**config.mk**
```make
export PLATFORM = sky130hd
export DESIGN_NAME = lights_sequencer_flat
export DESIGN_NICKNAME = d
export VERILOG_FILES = /design/src/rtl/lights_sequencer_if.sv /design/src/rtl/lights_sequencer.sv /design/src/flat_wrapper.sv
export SDC_FILE = /design/constraint.sdc
export NUM_CORES = 1
export LEC_CHECK = 0
export CELL_PAD_IN_SITES_DETAIL_PLACEMENT = 1
export CELL_PAD_IN_SITES_GLOBAL_PLACEMENT = 1
export CORE_UTILIZATION = 32
export DETAILED_ROUTE_END_ITERATION = 12
export PLACE_DENSITY = 0.82
export SYNTH_ARGS = -nofsm -noshare
export SYNTH_HDL_FRONTEND = slang
export SYNTH_SLANG_ARGS = --single-unit
export TNS_END_PERCENT = 1
```
**constraint.sdc**
```tcl
create_clock -name clk -period 5.3 [get_ports clk]
set_clock_uncertainty 0.1 [all_clocks]
set_input_delay 0.795 -clock clk [delete_from_list [all_inputs] [get_ports clk]]
set_output_delay 0.795 -clock clk [all_outputs]
set_load 0.005 [all_outputs]
```
**src/rtl/lights_sequencer_if.sv**
```systemverilog
// Control/status bus between the user inputs and the lights sequencer.
// Compile-time option: LIGHTS_DIR_EN adds the step-direction signal dir.
interface lights_sequencer_if #(
  parameter int NUM_CH   = 2,
  parameter int PERIOD_W = 16
);
  logic                 button;
  logic [1:0]           mode;
  logic [PERIOD_W-1:0]  period;
`ifdef LIGHTS_DIR_EN
  logic                 dir;
`endif
  logic [3*NUM_CH-1:0]  colour;
  logic [24*NUM_CH-1:0] light;
  logic                 step;

`ifdef LIGHTS_DIR_EN
  modport master (output button, mode, period, dir, input  colour, light, step);
  modport slave  (input  button, mode, period, dir, output colour, light, step);
`else
  modport master (output button, mode, period, input  colour, light, step);
  modport slave  (input  button, mode, period, output colour, light, step);
`endif
endinterface

```
**src/rtl/lights_sequencer.sv**
```systemverilog
// Multi-channel RGB sequencer: shared base colour index, per-channel phase, four modes.
// Compile-time option: LIGHTS_DIR_EN enables reverse stepping via bus.dir.
module lights_sequencer #(
  parameter int NUM_CH   = 2,
  parameter int PERIOD_W = 16
) (
  input  logic              clk,
  input  logic              rst,
  lights_sequencer_if.slave bus
);

  typedef enum logic [1:0] {
    MODE_OFF    = 2'b00,
    MODE_WHITE  = 2'b01,
    MODE_MANUAL = 2'b10,
    MODE_AUTO   = 2'b11
  } mode_e;

  localparam logic [2:0]          BASE_RESET = 3'b001;
  localparam logic [PERIOD_W-1:0] TMR_ONE    = PERIOD_W'(1);

  // Channel k runs k positions ahead of the base in the 1..6 cycle.
  function automatic logic [2:0] ch_index(input logic [2:0] base, input int k);
    return 3'((int'(base) + 5 + k) % 6 + 1);
  endfunction

  function automatic logic [3*NUM_CH-1:0] colours_of(input logic [2:0] base);
    logic [3*NUM_CH-1:0] c;
    c = '0;
    for (int k = 0; k < NUM_CH; k++) c[3*k +: 3] = ch_index(base, k);
    return c;
  endfunction

  function automatic logic [23:0] rgb_of(input logic [2:0] idx);
    case (idx)
      3'b001:  return 24'h0000FF;
      3'b010:  return 24'h00FF00;
      3'b011:  return 24'h00FFFF;
      3'b100:  return 24'hFF0000;
      3'b101:  return 24'hFF00FF;
      3'b110:  return 24'hFFFF00;
      default: return 24'h000000;
    endcase
  endfunction

  mode_e                mode;
  logic                 reverse;
  logic                 press;
  logic                 advance;
  logic                 upset;
  logic                 btn_q;
  logic [2:0]           base_q, base_d;
  logic [PERIOD_W-1:0]  tmr_q, tmr_d;
  logic                 step_q, step_d;
  logic [3*NUM_CH-1:0]  colour_q, colour_d;
  logic [24*NUM_CH-1:0] light_q, light_d;

  assign mode  = mode_e'(bus.mode);
  assign press = bus.button & ~btn_q;

`ifdef LIGHTS_DIR_EN
  assign reverse = bus.dir;
`else
  assign reverse = 1'b0;
`endif

  always_comb begin
    // NOTE: every signal driven here gets a default first, so no path can infer a latch.
    base_d  = base_q;
    tmr_d   = '0;
    advance = 1'b0;
    light_d = '0;

    unique case (mode)
      MODE_MANUAL: advance = press;
      MODE_AUTO: begin
        // Comparing with >= makes a lowered period fire on the very next edge.
        if (tmr_q >= bus.period) advance = 1'b1;
        else                     tmr_d   = tmr_q + TMR_ONE;
      end
      default: ;
    endcase

    upset = (base_q == 3'b000) || (base_q == 3'b111);
    if (upset) begin
      base_d = BASE_RESET;
    end else if (advance) begin
      if (reverse) base_d = (base_q == 3'b001) ? 3'b110 : base_q - 3'd1;
      else         base_d = (base_q == 3'b110) ? 3'b001 : base_q + 3'd1;
    end

    step_d   = advance & ~upset;
    colour_d = colours_of(base_d);

    unique case (mode)
      MODE_OFF:   light_d = '0;
      MODE_WHITE: light_d = '1;
      default: begin
        for (int k = 0; k < NUM_CH; k++) light_d[24*k +: 24] = rgb_of(colour_q[3*k +: 3]);
      end
    endcase
  end

  always_ff @(posedge clk or posedge rst) begin
    // NOTE: state registers use non-blocking assignments so every flop samples pre-edge values.
    if (rst) begin
      base_q   <= BASE_RESET;
      btn_q    <= 1'b1;
      tmr_q    <= '0;
      step_q   <= 1'b0;
      colour_q <= colours_of(BASE_RESET);
      light_q  <= '0;
    end else begin
      base_q   <= base_d;
      btn_q    <= bus.button;
      tmr_q    <= tmr_d;
      step_q   <= step_d;
      colour_q <= colour_d;
      light_q  <= light_d;
    end
  end

  assign bus.colour = colour_q;
  assign bus.light  = light_q;
  assign bus.step   = step_q;

endmodule

```
**src/flat_wrapper.sv**
```systemverilog
// flat-port wrapper written by rule: the top's interface ports become plain ports
module lights_sequencer_flat 
#(
  parameter int NUM_CH   = 2,
  parameter int PERIOD_W = 16
)
  (clk, rst, bus_button, bus_mode, bus_period, bus_colour, bus_light, bus_step);
  lights_sequencer_if #(.NUM_CH(NUM_CH), .PERIOD_W(PERIOD_W)) bus_i ();
  input  logic clk;
  input  logic rst;
  input wire logic [$bits(bus_i.button)-1:0] bus_button;
  input wire logic [$bits(bus_i.mode)-1:0] bus_mode;
  input wire logic [$bits(bus_i.period)-1:0] bus_period;
  output wire logic [$bits(bus_i.colour)-1:0] bus_colour;
  output wire logic [$bits(bus_i.light)-1:0] bus_light;
  output wire logic [$bits(bus_i.step)-1:0] bus_step;
  assign bus_i.button = bus_button;
  assign bus_i.mode = bus_mode;
  assign bus_i.period = bus_period;
  assign bus_colour = bus_i.colour;
  assign bus_light = bus_i.light;
  assign bus_step = bus_i.step;
  lights_sequencer #(.NUM_CH(NUM_CH), .PERIOD_W(PERIOD_W)) u_core (.clk(clk), .rst(rst), .bus(bus_i));
endmodule
```
# Word level (Yosys, flattened, before mapping)
# Cells that the tools add are included.
totals:
  register_bits: 75
  input_bits: 21
classes:
  addsub: 6
  div: 2
  order_cmp: 1
  n_eq_ne: 17
  mux: 10
  bitwise: 4
  reduce_logical: 3
op_table:
  columns: ["op", "n"]
  rows:
  - ["$pmux W24 S6", 2]
  - ["$pmux W48 S2", 1]
  - ["$mod A32 B4 Y32 const B", 2]
  - ["$add A32 B2 Y32 const B", 1]
  - ["$mux W16", 2]
  - ["$eq A3 B3 Y1 const B", 8]
  - ["$add A16 B1 Y16 const B", 1]
  - ["$ge A16 B16 Y1", 1]
  - ["$eq A3 B2 Y1 const B", 4]
  - ["$mux W3", 3]
  - ["$add A3 B2 Y3 const B", 2]
  - ["$eq A3 B1 Y1 const B", 2]
  - ["$add A3 B3 Y4 const B", 1]
  - ["$eq A2 B2 Y1 const B", 2]
  - ["$add A3 B1 Y3 const B", 1]
  - ["$logic_not A3 Y1", 1]
  - ["$and A1 B1 Y1", 2]
  - ["$eq A2 B1 Y1 const B", 1]
  - ["$logic_not A2 Y1", 1]
  - ["$not A1 Y1", 2]
  - ["$pmux W1 S2", 1]
  - ["$logic_or A1 B1 Y1", 1]
  - ["$mux W1", 1]

# Longest topological paths before layout
depth:
  depth_word: 9
  mapped_depth: 25
  mapped_depth_nobuf: 23

# Worst setup path after synthesis
# Ideal clock, no wire load.
synth_timing:
  path_type: "input-to-reg"
  from: "input port bus_period[14]"
  to: "register u_core.colour_q[5] (netlist: u_core.bus.colour[5])"
  setup_ns: 0.122
  arrival_ns: 5.476
  required_ns: 5.078
  path_slack_ns: -0.398
  cell_stages: 21
  path_buffers: 2
  path_cell_list: "inv_1 > ha_1 > and4_1 > a2111oi_2 > o21a_2 > a21boi_4 > buf_6 > maj3_1 > a21oi_1 > ha_1 > clkbuf_1 > clkinv_1 > o311a_1 > ha_1 > inv_1 > a31oi_1 > or2_2 > o211ai_2 > ha_1 > or4_1 > o2111a_1"
synth_via:
  elab_chain_len: 9
synth_lines:
  columns: ["item", "line", "text"]
  rows:
  - ["start: declaration", "flat_wrapper.sv:13", "input wire logic [$bits(bus_i.period)-1:0] bus_period;"]
  - ["$ge A16 B16 Y1", "lights_sequencer.sv:78", "if (tmr_q >= bus.period) advance = 1'b1;"]
  - ["$mux W1", "lights_sequencer.sv:78", null]
  - ["$pmux W1 S2", "lights_sequencer.sv:74", "unique case (mode)"]
  - ["$mux W3", "lights_sequencer.sv:87", "end else if (advance) begin"]
  - ["$mux W3", "lights_sequencer.sv:85", "if (upset) begin"]
  - ["named net u_core.base_d[1]", "lights_sequencer.sv:52", "logic [2:0] base_q, base_d;"]
  - ["$add A3 B3 Y4", "lights_sequencer.sv:24", "return 3'((int'(base) + 5 + k) % 6 + 1);"]
  - ["$add A32 B2 Y32", "lights_sequencer.sv:24", null]
  - ["$mod A32 B4 Y32", "lights_sequencer.sv:24", null]
  - ["$add A3 B2 Y3", "lights_sequencer.sv:24", null]
  - ["named net u_core.colour_d[5]", "lights_sequencer.sv:55", "logic [3*NUM_CH-1:0] colour_q, colour_d;"]
  - ["end signal: assignment", "lights_sequencer.sv:111", "colour_q <= colours_of(BASE_RESET);"]
  - ["end signal: assignment", "lights_sequencer.sv:118", "colour_q <= colour_d;"]
  - ["end: declaration", "lights_sequencer.sv:55", null]
# The timed path passes the listed nets, and every way through them passes these cells.

# Worst setup path after layout
layout_timing:
  from: "input port bus_period[13]"
  to: "register u_core.colour_q[5] (netlist: u_core.bus.colour[5])"
# Same word-level chain as after synthesis.

==> summary.md <==
| Metric | Value |
|---|---|
| Clock latency on the worst-skew pair | `between 0.2 and 0.3 ns` |
| FMAX | `0.191 GHz` |
| Syn Std Cell Area | `around 2700 um2` |
| CP max FO | `4` |
| Number of flops mapped to enable cells by yosys | `0` |
| CTS buffer count | `5` |
| # H-tree levels | `2` |
| Most common cell after layout, fill and taps aside | `clkdlybuf4s50_1` |
| CP max-delay cell | `or4_4` |
| Reg clk slew, reported paths | `approximately 0.070 ns` |
| Fin util | `0.465` |
| GRT Total Usage | `0.161` |
| YS warnings | `0` |
| Crit-path cells | `clkdlybuf4s50_1 -> inv_1 -> ha_4 -> and4_1 -> a2111oi_4 -> o21a_2 -> a21boi_4 -> maj3_2 -> a21oi_4 -> ha_4 -> inv_4 -> o2111ai_2 -> nand4b_1 -> o311a_1 -> ha_4 -> nor3_2 -> or4_4 -> o211ai_2 -> ha_2 -> buf_6 -> nor2b_4 -> o21ai_2 -> o2111a_1` |
| Die height | `93.8 um` |
| Count of final hold-check violations | `0` |
| First-pass iteration count of the detailed router | `4` |
| Total congestion overflow | `0` |
| FF+latch count, synth | `32` |
| Critical Path RT | `approximately 5.4 ns` |
| Hold crit path type | `flip-flop to flip-flop` |
| Top cells by area, synth | `dfrtp_1 27%, buf_4 12%, ha_1 12%` |
| Routed Antenna Nets | `0` |
| Placed cell areas | `3410 um2` |
| Core Footprint | `8180 um2` |
| Reg2reg path depth | `21` |
| Num rows | `33` |
| Drt wl/cell | `~16 um` |
| Crit Path Category | `primary input to flip-flop` |
| Global-route wire length before repair | `approximately 11 mm` |
| Buffers plus inverters on the worst setup path | `4` |
| Die W | `approximately 94 um` |
| Starting Density | `0.330` |
| Synth top area share | `0.269` |
| Worst hold stages | `1` |
| Pin count of the biggest net entering global routing | `33` |
| Clock Sinks | `32` |
| Antenna violations before repair | `0` |
| Type of origin of the critical path | `primary input` |
| # setup viols final | `0` |
| Post-synth ARST share | `1.00` |
| Run status | `finished, final reports clean` |
| Commonest cells after routing, fill and taps aside | `73 x clkdlybuf4s50_1, 29 x buf_4, 29 x dfrtp_1` |
| Cell count along the critical path | `23` |
| Element type at the critical path end | `flip-flop` |
| Post-synth net total | `approximately 350` |
| P per Cell Area | `525 nW/um2` |
| Post-synthesis to final-layout area growth | `41.0%` |
| Die ar. | `8800 um2` |
| Initial DRC count | `87` |
| Least-Margin Pin Slew | `about 0.54 ns` |
| Vias post-DR | `2309` |
| Final net count | `412` |
| Clock root cell | `clkbuf_8` |
| Total wire length | `7.73 mm` |
| Final instance area | `3800 um2` |
| Peak supply drop | `about 0.17 mV` |
| Synthesized area per cell | `8.87 um2` |
| Diode count | `0` |
| Number of global-route vias before repair | `2340` |
| Post-route minimum period | `5.25 ns` |
| Buffers added on ports | `75` |
| Largest delay share family, worst path | `compound AO/OA/AOI/OAI gates` |
| Final HPWL DP | `5.22 mm` |
| Seq/Total Area, Yosys | `0.298` |
| Ports | `76` |
| Slew HR | `0.642` |
| CP Data Arrival Time | `5.33 ns` |
| Drt via density | `4.90` |
| TritonCTS clock tree | `built` |
| Maxcap violations | `0` |
| Drt drc | `0` |
| Netlist cell types | `64` |
| Ratio of cells with drive above 1 in the final layout | `0.260` |
| Crit share post-route | `0.990` |
| Worst path max stage delay | `between 0.5 and 0.6 ns` |
| Final Wtd Congestion | `0.805` |
| Clock buffer depth | `2` |
| Predominant post-synthesis flop cell | `dfrtp_1` |
| Biggest area consumer among synthesized cells | `dfrtp_1` |
| Hold_buf cts | `0` |
| Final Max Tran Viols | `0` |
| CP dominant cell by count | `ha_4` |
| Cells after Synth | `304` |
| Leakage power total | `1.66 nW` |
==> sequential cells by signal, summed over array words and instances (netlist names) <==
name,cells
u_core.tmr_q,16
u_core.bus.colour,6
u_core.btn_q,1
u_core.bus.step,1
u_core.base_q,2
u_core.bus.light,6
==> area by class of cell <==
| cell class | count | area, um2 |
|---|---|---|
| clock buffer | 6 | 82.6 |
| clock inverter | 2 | 10.0 |
| fill | 909 | 4370 |
| inverter | 27 | 106 |
| multi-input combinational | 193 | 1670 |
| sequential | 32 | 805 |
| tap | 105 | 131 |
| timing repair buffer | 106 | 996 |
==> cell usage after synthesis (all sizes together) (4+ instances only) <==
master and instances:
dfrtp 29, o21ai 11, buf 47, inv 25
xnor2 11, o211ai 5, nand2 22, a21oi 9
nand3 10, ha 26, a31o 6, and3 4
xor2 9, nor2 31, clkbuf 5
==> kinds of logic (layout without fill, tap and decap cells) <==
group	count (synthesis)	after routing	share of synthesized area
xor+xnor	20	20	0.0677
simple gates	91	91	0.175
mux	3	3	0.0130
compound gates	52	52	0.146
flops	32	32	0.298
buf+inv	79	141	0.175
fa+ha+maj	27	27	0.124
==> per-layer routing <==
metal  GRT usage  up-vias  share of wire
met1       0.191     1140           0.41
met4      0.0628        0          0.013
met3      0.0186        7          0.027
met2       0.295       50           0.55
met5           0        -              0
li1            -     1112              -
==> report_power, final <==
part	total, mW	internal [mW]	switching (mW)
registers	0.403	0.303	0.0999
clock network	0.197	0.103	0.0934
logic	1.40	0.771	0.627
==> metrics by stage <==
stage | setup WS (ns) | power (mW) | instances | hold WS, ns | TNS (ns)
6_report | 0.0536 | 2.00 | 471 | 0.439 | 0
5_1_grt | -0.133 | 2.13 | 471 | 0.483 | -0.133
4_1_cts | 0.0107 | 1.79 | 467 | 0.442 | 0
3_5_place_dp | -0.483 | 1.54 | 455 | 0.429 | -0.488
3_3_place_gp | -0.277 | 1.48 | 455 | 0.413 | -0.277
2_1_floorplan | 0.0392 | 1.12 | 304 | 0.374 | 0
==> worst register-to-register path, stage by stage, from the launching register on <==
cell	delay (ns)
dfrtp_1	0.42
ha_1	0.31
o211ai_1	0.31
nor4_4	0.10
a22oi_2	0.28
a21boi_4	0.13
maj3_2	0.35
a21oi_4	0.24
ha_4	0.25
inv_4	0.07
o2111ai_2	0.12
nand4b_1	0.13
o311a_1	0.30
ha_4	0.18
nor3_2	0.05
or4_4	0.52
o211ai_2	0.18
ha_2	0.21
buf_6	0.10
nor2b_4	0.13
o21ai_2	0.06
o2111a_1	0.13
==> timing repair <==
item | in CTS | in global routing
resized for setup | 6 | 35
setup endpoints to repair | 1 | 1
setup buffers | 4 | 6
cloned | 0 | 0
pin swaps | 5 | 21
==> path summary, 6_finish.rpt <==
path / start / slack, ns / endpoint
max reg2reg: u_core.tmr_q[3] / 0.52 / u_core.bus.colour[5]
max in group asynchronous: rst / 3.95 / u_core.bus.colour[4]
max: bus_period[13] / 0.05 / u_core.bus.colour[5]
min reg2reg: u_core.tmr_q[0] / 0.44 / u_core.tmr_q[0]
min in group asynchronous: rst / 0.80 / u_core.tmr_q[14]
min: u_core.tmr_q[0] / 0.44 / u_core.tmr_q[0]
(Power assumes the default switching activity.)
